$ cat src/rtl/fifo_uart_drain_pkg.sv
// Shared types and helpers for the FIFO-to-UART drain path.
// Optional even-parity framing is enabled by defining FIFO_UART_PARITY_EN.
`ifndef BIT_DEPTH
`define BIT_DEPTH 8
`endif

package fifo_uart_drain_pkg;

  localparam int unsigned DEF_DATA_W = `BIT_DEPTH;

  typedef enum logic [2:0] {
    ST_IDLE,
    ST_POP,
    ST_LATCH,
    ST_START,
    ST_DATA,
    ST_PARITY,
    ST_STOP
  } state_t;

  function automatic int unsigned nbytes(input int unsigned width);
    return (width + 7) / 8;
  endfunction

endpackage

$ cat src/rtl/fifo_uart_drain_uart_tx_byte.sv
// One-byte UART transmitter (start, 8 data bits LSB first, stop).
// FIFO_UART_PARITY_EN inserts an even-parity bit before the stop bit.
module uart_tx_byte
  import fifo_uart_drain_pkg::*;
#(
  parameter int unsigned CLKS_PER_BIT = 868
) (
  input  logic       clk,
  input  logic       rst,
  input  logic       start,
  input  logic [7:0] byte_in,
  output logic       done_c,
  output logic       tx
);

  localparam int unsigned CNT_W = (CLKS_PER_BIT > 1) ? $clog2(CLKS_PER_BIT) : 1;
  localparam logic [CNT_W-1:0] CNT_MAX = CNT_W'(CLKS_PER_BIT - 1);

  state_t           state;
  logic [CNT_W-1:0] baud_cnt;
  logic [2:0]       bit_idx;
  logic [7:0]       shreg;
  logic             bit_end;
`ifdef FIFO_UART_PARITY_EN
  logic             parity;
`endif

  assign bit_end = (baud_cnt == CNT_MAX);
  assign done_c  = (state == ST_STOP) && bit_end;

  // start has priority so the next byte can begin on the last stop-bit cycle
  always_ff @(posedge clk or posedge rst) begin
    if (rst) begin
      state    <= ST_IDLE;
      baud_cnt <= '0;
      bit_idx  <= '0;
      shreg    <= '0;
      tx       <= 1'b1;
`ifdef FIFO_UART_PARITY_EN
      parity   <= 1'b0;
`endif
    end else if (start) begin
      state    <= ST_START;
      baud_cnt <= '0;
      bit_idx  <= '0;
      shreg    <= byte_in;
      tx       <= 1'b0;
`ifdef FIFO_UART_PARITY_EN
      parity   <= ^byte_in;
`endif
    end else begin
      baud_cnt <= (state == ST_IDLE || bit_end) ? '0 : CNT_W'(baud_cnt + 1'b1);
      case (state)
        ST_START: begin
          if (bit_end) begin
            state <= ST_DATA;
            tx    <= shreg[0];
          end
        end
        ST_DATA: begin
          if (bit_end) begin
            if (bit_idx == 3'd7) begin
`ifdef FIFO_UART_PARITY_EN
              state <= ST_PARITY;
              tx    <= parity;
`else
              state <= ST_STOP;
              tx    <= 1'b1;
`endif
            end else begin
              bit_idx <= 3'(bit_idx + 3'd1);
              shreg   <= {1'b0, shreg[7:1]};
              tx      <= shreg[1];
            end
          end
        end
`ifdef FIFO_UART_PARITY_EN
        ST_PARITY: begin
          if (bit_end) begin
            state <= ST_STOP;
            tx    <= 1'b1;
          end
        end
`endif
        ST_STOP: begin
          if (bit_end) state <= ST_IDLE;
        end
        default: begin
          state <= ST_IDLE;
          tx    <= 1'b1;
        end
      endcase
    end
  end

endmodule

$ cat src/rtl/fifo_uart_drain.sv
// Pops FIFO words while enabled and streams them LSB byte first over UART.
// Parity framing (FIFO_UART_PARITY_EN) lives entirely in uart_tx_byte.
module fifo_uart_drain
  import fifo_uart_drain_pkg::*;
#(
  parameter int unsigned CLK_FREQ_HZ = 100000000,
  parameter int unsigned BAUD        = 115200,
  parameter int unsigned DATA_W      = DEF_DATA_W
) (
  input  logic              clk,
  input  logic              rst,
  input  logic              drain_en,
  input  logic              fifo_empty,
  output logic              fifo_rd_en,
  input  logic [DATA_W-1:0] fifo_rd_data,
  output logic              uart_tx,
  output logic              busy
);

  localparam int unsigned CLKS_PER_BIT = CLK_FREQ_HZ / BAUD;
  localparam int unsigned NBYTES       = nbytes(DATA_W);
  localparam int unsigned WORD_W       = NBYTES * 8;
  localparam int unsigned IDX_W        = (NBYTES > 1) ? $clog2(NBYTES) : 1;
  localparam logic [IDX_W-1:0] LAST_IDX = IDX_W'(NBYTES - 1);

  state_t            state;
  logic [WORD_W-1:0] word;
  logic [IDX_W-1:0]  byte_idx;
  logic [IDX_W-1:0]  nxt_idx;
  logic              avail_c;
  logic              more_c;
  logic              start_c;
  logic              done_c;
  logic [7:0]        byte_c;

  assign avail_c = drain_en && !fifo_empty;
  assign more_c  = (byte_idx != LAST_IDX);
  assign nxt_idx = IDX_W'(byte_idx + 1'b1);
  assign start_c = (state == ST_LATCH) || ((state == ST_START) && done_c && more_c);
  // Byte 0 comes straight off the FIFO bus so the start bit lands in the latch cycle
  assign byte_c  = (state == ST_LATCH) ? 8'(fifo_rd_data) : 8'(word >> {nxt_idx, 3'b000});

  // ST_START here means "a byte of the current word is on the line"
  always_ff @(posedge clk or posedge rst) begin
    if (rst) begin
      state      <= ST_IDLE;
      fifo_rd_en <= 1'b0;
      busy       <= 1'b0;
      word       <= '0;
      byte_idx   <= '0;
    end else begin
      fifo_rd_en <= 1'b0;
      case (state)
        ST_IDLE: begin
          if (avail_c) begin
            state      <= ST_POP;
            fifo_rd_en <= 1'b1;
            busy       <= 1'b1;
          end
        end
        ST_POP: state <= ST_LATCH;
        ST_LATCH: begin
          word     <= WORD_W'(fifo_rd_data);
          byte_idx <= '0;
          state    <= ST_START;
        end
        ST_START: begin
          if (done_c) begin
            if (more_c) begin
              byte_idx <= nxt_idx;
            end else if (avail_c) begin
              state      <= ST_POP;
              fifo_rd_en <= 1'b1;
            end else begin
              state <= ST_IDLE;
              busy  <= 1'b0;
            end
          end
        end
        default: begin
          state <= ST_IDLE;
          busy  <= 1'b0;
        end
      endcase
    end
  end

  uart_tx_byte #(
    .CLKS_PER_BIT(CLKS_PER_BIT)
  ) u_tx (
    .clk    (clk),
    .rst    (rst),
    .start  (start_c),
    .byte_in(byte_c),
    .done_c (done_c),
    .tx     (uart_tx)
  );

endmodule

$ cat config.mk
export PLATFORM = sky130hd
export DESIGN_NAME = fifo_uart_drain
export DESIGN_NICKNAME = d
export VERILOG_FILES = /design/src/rtl/fifo_uart_drain_pkg.sv /design/src/rtl/fifo_uart_drain_uart_tx_byte.sv /design/src/rtl/fifo_uart_drain.sv
export SDC_FILE = /design/constraint.sdc
export NUM_CORES = 1
export LEC_CHECK = 0
export CELL_PAD_IN_SITES_DETAIL_PLACEMENT = 0
export CELL_PAD_IN_SITES_GLOBAL_PLACEMENT = 1
export CORE_ASPECT_RATIO = 1.5
export CORE_MARGIN = 2
export CORE_UTILIZATION = 47
export DETAILED_ROUTE_END_ITERATION = 10
export PLACE_DENSITY_LB_ADDON = 0.05
export SYNTH_ARGS = -nofsm -noshare
export SYNTH_HDL_FRONTEND = slang
export SYNTH_SLANG_ARGS = --single-unit
$ cat constraint.sdc
create_clock -name clk -period 3.5 [get_ports clk]
set_input_delay 0.7 -clock clk [delete_from_list [all_inputs] [get_ports clk]]
set_output_delay 0.7 -clock clk [all_outputs]
set_load 0.02 [all_outputs]
==> out/metrics.cfg, run 1 <==
[layout]
drive_above_1_share_pct = 8.59
syn_to_final_growth_pct = 17.9
final_common_cell = dfrtp_1
insertedDiodeCount = 0
final_net_count = 180
layout_common_cells = dfrtp_1, nor2_1, clkdlybuf4s50_1

[clock_tree]
clockBufferDepth = 2
cts_sinks = 29
cts_made_buffers = 5
ctsResizeCount = 0
insertion_delay_ns = 0.28
postCtsSetupBuffers = 0
cts_tree = built
cts_hold_buffers = 0
htreeDepth = 2
cts.clk_slew.worst_paths_ns = 0.06
cts-root-buf = clkbuf_8

[route]
dr.pass1.iters = 5
routed_wl_microns = 2780
antenna_left = 0
vias = 1076
wl_per_cell_microns = 13.7
drt_iter0_markers = 33
routed_via_density = 5.30
drc = 0

[sta]
setup_viol = 0
min_period_ns = 2.53
finalHoldViolations = 0
fin_tns_setup_ns = 0
rsz0062_at_grt = false
min_period_over_period_pct = 72.3
slew_violations = 0
fmax_mhz = 395
maxSlewHeadroom_pct = 42.9
clock_skew_ns = 0.00505
tightest_slew_ns = 0.850

[placement]
dp_hpwl_microns = 1990
numPortBuffers = 14
gp_congestion = 0.715

[yosys]
synth.avg_cell_area_sq_um = 10.2
yosysTopAreaCellShare_pct = 47.1
yosys.area.top_type = dfrtp_1
seq_area_frac_synth_pct = 48.9
ys_top_cells_by_area = dfrtp_1, mux2i_1, ha_1
synth_area_sq_mm = 0.00149
ys_types = 35
syn_inst = 146
ys_ff_latch = 29
yosysWarningCount = 0
syn_nets = 164

[setup_path]
start_kind = flip-flop
worstSetupPathType = flip-flop to flip-flop
path_max_fanout = 11
crit_required_ns = 3.62
end_kind = flip-flop
crit_arrival_ns = 2.65

[hold_path]
holdCritPathClass = flip-flop to flip-flop

[floorplanning]
die_area_sq_mm = 0.00364
initial_core_util_pct = 48.0
die_h_microns = 72.9
ios = 15
core_area_sq_mm = 0.00310
die_w_microns = 49.9
fp-row-count = 25

[global_route]
first_global_vias = 1108
grt-ovfl-total = 0
grt_pass1_wl_microns = 4900
antenna_found_initial = 0
grt_max_degree = 30
grt_util_all_layers_pct = 18.4

[pwr]
finalPower_uw = 674
leakagePower_nw = 0.775
power_density_mw_per_mm2 = 385
ir_worst_vdd_mv = 0.355

[run_status]
status = finished clean

[run]
drv_cap = 0

[worst paths after layout]
check	startpoint	endpoint	slack (ns)	cells after the start
max in group asynchronous	rst	u_tx.tx	2.41	3
min	u_tx.baud_cnt[0]	u_tx.baud_cnt[0]	0.49	1
max reg2reg	u_tx.bit_idx[0]	u_tx.shreg[1]	0.97	6
min reg2reg	u_tx.baud_cnt[0]	u_tx.baud_cnt[0]	0.49	1
max	u_tx.bit_idx[0]	u_tx.shreg[1]	0.97	6
min in group asynchronous	rst	state[1]	0.79	3
[per-stage QoR]
step / utilization, % / hold slack [ns] / area (sq um) / setup slack (ns) / cells
2_1_floorplan: - / 0.455 / 1490 / 1.45 / 146
3_3_place_gp: 53.3 / 0.478 / 1650 / 1.06 / 195
3_5_place_dp: 53.3 / 0.484 / 1650 / 0.967 / 195
4_1_cts: 56.6 / 0.493 / 1750 / 0.964 / 203
5_1_grt: 56.6 / 0.520 / 1750 / 0.819 / 203
6_report: 56.6 / 0.487 / 1750 / 0.971 / 203
[area by class of cell]
type | count | area, sq um
clock buffer | 7 | 96.3
clock inverter | 1 | 5.00
fill | 270 | 1340
inverter | 7 | 26.3
multi-input combinational | 104 | 701
sequential | 29 | 727
tap | 40 | 50.0
timing repair buffer | 15 | 148
[power breakdown]
part	internal (mW)	switching [mW]	total [mW]
Clock	0.177	0.125	0.302
Combinational	0.0163	0.0119	0.0282
Sequential	0.341	0.00311	0.344
Total	0.534	0.140	0.674
[sequential cells by signal, indices dropped and copies added (netlist names)]
| signal | cells |
|---|---|
| busy | 1 |
| state | 2 |
| u_tx.bit_idx | 3 |
| u_tx.tx | 1 |
| u_tx.baud_cnt | 10 |
| u_tx.state | 3 |
| u_tx.shreg | 8 |
| fifo_rd_en | 1 |
[per-layer routing]
metal  vias to the layer above  wire, microns  track usage [%]
met5                         -              0                0
met4                         0             59             11.4
met3                         5             95             5.94
met2                        21           1480             30.8
met1                       518           1150             19.9
li1                        532              -                -
[synth_stat cells, drive strengths merged]
library cell / instances
mux2: 1
nand4b: 1
nor3: 5
a2bb2oi: 1
nor2b: 3
o22ai: 1
or3: 2
nand2b: 4
nand4: 1
a22oi: 1
a21o: 1
o21bai: 1
mux2i: 10
xnor2: 7
dfrtp: 28
or4b: 2
a31oi: 2
a22o: 1
nand3: 5
o21ai: 11
nand2: 11
nor4: 3
a311o: 1
xor2: 2
clkbuf: 3
buf: 3
a21oi: 1
inv: 7
ha: 6
dfstp: 1
and3b: 1
nor2: 19
[worst max-delay path, stage by stage, from the launching register on]
cell and delay, ns:
dfrtp_1 0.40, ha_1 0.21, ha_1 0.21, or4b_1 0.54, nor4_4 0.67, mux2i_1 0.26, o21ai_0 0.09
[cell families after synthesis]
group | count (synthesis) | share of synthesized area [%]
and+or+nand+nor | 57 | 20.3
DFF | 29 | 48.9
AOI/OAI and AO/OA | 21 | 8.75
buffers and inverters | 13 | 3.96
muxes | 11 | 7.74
xor gates and xnor gates | 9 | 5.30
adders and majority gates | 6 | 5.05
No activity file was read; power rests on OpenSTA's default activity.
==> run 2, diff against run 1 <==
--- a/config.mk
+++ b/config.mk
@@ -9,7 +9,7 @@
 export CELL_PAD_IN_SITES_GLOBAL_PLACEMENT = 1
 export CORE_ASPECT_RATIO = 1.5
 export CORE_MARGIN = 2
-export CORE_UTILIZATION = 47
+export CORE_UTILIZATION = 39
 export DETAILED_ROUTE_END_ITERATION = 10
 export PLACE_DENSITY_LB_ADDON = 0.05
 export SYNTH_ARGS = -nofsm -noshare
==> constraint.sdc (replaced) <==
create_clock -name clk -period 2.3 [get_ports clk]
set_input_delay 0.46 -clock clk [delete_from_list [all_inputs] [get_ports clk]]
set_output_delay 0.46 -clock clk [all_outputs]
set_load 0.02 [all_outputs]
==> out/metrics.cfg, run 2 (same netlist as run 1, synthesis figures left out) <==
[run_status]
status = finished clean

[sta]
min_period_ns = 2.12
rsz0062_at_grt = false
worst_hold_slack_ns = 0.482
fmax_mhz = 471
slew_violations = 0
maxSlewHeadroom_pct = 71.7
fin_tns_setup_ns = 0
finalHoldViolations = 0
tightest_slew_ns = 0.420
setup_viol = 0
min_period_over_period_pct = 92.3
clock_skew_ns = 0.00225

[run]
drv_cap = 0

[clock_tree]
clockBufferDepth = 2
cts_hold_buffers = 0
cts_sinks = 29
postCtsSetupBuffers = 0
cts_made_buffers = 5
htreeDepth = 2
ctsResizeCount = 0
cts.clk_slew.worst_paths_ns = 0.06
cts_tree = built
insertion_delay_ns = 0.28
cts-root-buf = clkbuf_8

[floorplanning]
ios = 15
core_area_sq_mm = 0.00365
die_h_microns = 79.6
die_area_sq_mm = 0.00433
initial_core_util_pct = 40.7
die_w_microns = 54.4
fp-row-count = 27

[global_route]
grt_util_all_layers_pct = 15.4
antenna_found_initial = 0
grt_pass1_wl_microns = 4780
grt-ovfl-total = 0
first_global_vias = 1109
grt_max_degree = 30

[setup_path]
rrSetupSlack_ns = 0.18
start_kind = flip-flop
r2r-end = u_tx.shreg[1]
worstSetupPathType = flip-flop to flip-flop
path_max_fanout = 11
end_kind = flip-flop
reg2reg_from = u_tx.bit_idx[0]
crit_arrival_ns = 2.28
reg2reg_depth = 7
crit_required_ns = 2.46

[pwr]
power_density_mw_per_mm2 = 549
ir_worst_vdd_mv = 0.394
finalPower_uw = 987
leakagePower_nw = 0.793

[hold_path]
hold_depth = 1
holdCritPathClass = flip-flop to flip-flop
hp-start = u_tx.baud_cnt[0]
holdPathEnd = u_tx.baud_cnt[0]

[route]
wl_per_cell_microns = 12.9
routed_wl_microns = 2700
vias = 1064
dr.pass1.iters = 4
drc = 0
routed_via_density = 5.09
antenna_left = 0
drt_iter0_markers = 22

[placement]
post-place-cells = 202
gp_congestion = 0.709
numPortBuffers = 14
dp_hpwl_microns = 1940

[layout]
drive_above_1_share_pct = 9.64
final_util_pct = 49.2
syn_to_final_growth_pct = 20.9
final_cells = 209
layout_common_cells = dfrtp_1, nor2_1, clkdlybuf4s50_1
regMostFlops = u_tx.baud_cnt
largest_register_ffs = 10
fill_cells = 346
final_common_cell = dfrtp_1
final_net_count = 184
largestRegisters = u_tx.baud_cnt (10), u_tx.shreg (8)
insertedDiodeCount = 0

==> run 2: cell types whose count changed in the layout (fill, tap and decap cells not counted), sizes merged <==
| cell | before | now |
|---|---|---|
| buf | 1 | 5 |
| clkinv | 1 | 0 |
==> run 2: cell type report <==
| class | count | area, sq um | share of cell area [%] |
|---|---|---|---|
| clock buffer | 7 | 86.3 | 4.81 |
| inverter | 7 | 26.3 | 1.46 |
| tap | 43 | 53.8 | 2.99 |
| timing repair buffer | 19 | 203 | 11.3 |
| multi-input combinational | 104 | 701 | 39.0 |
| sequential | 29 | 727 | 40.5 |
==> run 2: worst max-delay path, stage by stage (launching register included) <==
cell and delay (ns):
dfrtp_1 0.39, ha_1 0.20, ha_1 0.20, or4b_1 0.53, nor4_4 0.22, buf_12 0.19, mux2i_1 0.18, o21ai_0 0.08
==> run 2: worst max path at each step <==
stage | from | end | slack [ns] | cells past startpoint
finish | u_tx.bit_idx[0] | u_tx.shreg[1] | 0.18 | 7
global route | u_tx.bit_idx[0] | u_tx.shreg[6] | 0.03 | 7
CTS | u_tx.bit_idx[0] | u_tx.shreg[2] | 0.16 | 7
detailed placement | u_tx.bit_idx[0] | u_tx.shreg[1] | 0.17 | 7
global placement | u_tx.bit_idx[0] | u_tx.shreg[5] | 0.22 | 7
floorplan | u_tx.bit_idx[0] | u_tx.shreg[1] | 0.25 | 7
==> run 2: power by group <==
part | total [mW] | internal [mW] | switching [mW]
clock | 0.417 | 0.237 | 0.181
combinational | 0.0466 | 0.0272 | 0.0194
sequential | 0.523 | 0.519 | 0.00455
total | 0.987 | 0.782 | 0.205
==> run 2: metal layers <==
metal	global-route usage, %	wire length (microns)	up-vias
met1	17.7	1220	500
met4	6.75	65	0
met5	0	0	-
met3	5.06	67	5
met2	25.1	1350	12
li1	-	-	547
==> run 2: stage by stage <==
step	cell area (sq um)	setup slack [ns]
floorplan	1490	0.254
global placement	1710	0.218
detailed placement	1710	0.168
CTS	1800	0.160
global route	1800	0.0341
finish	1800	0.178
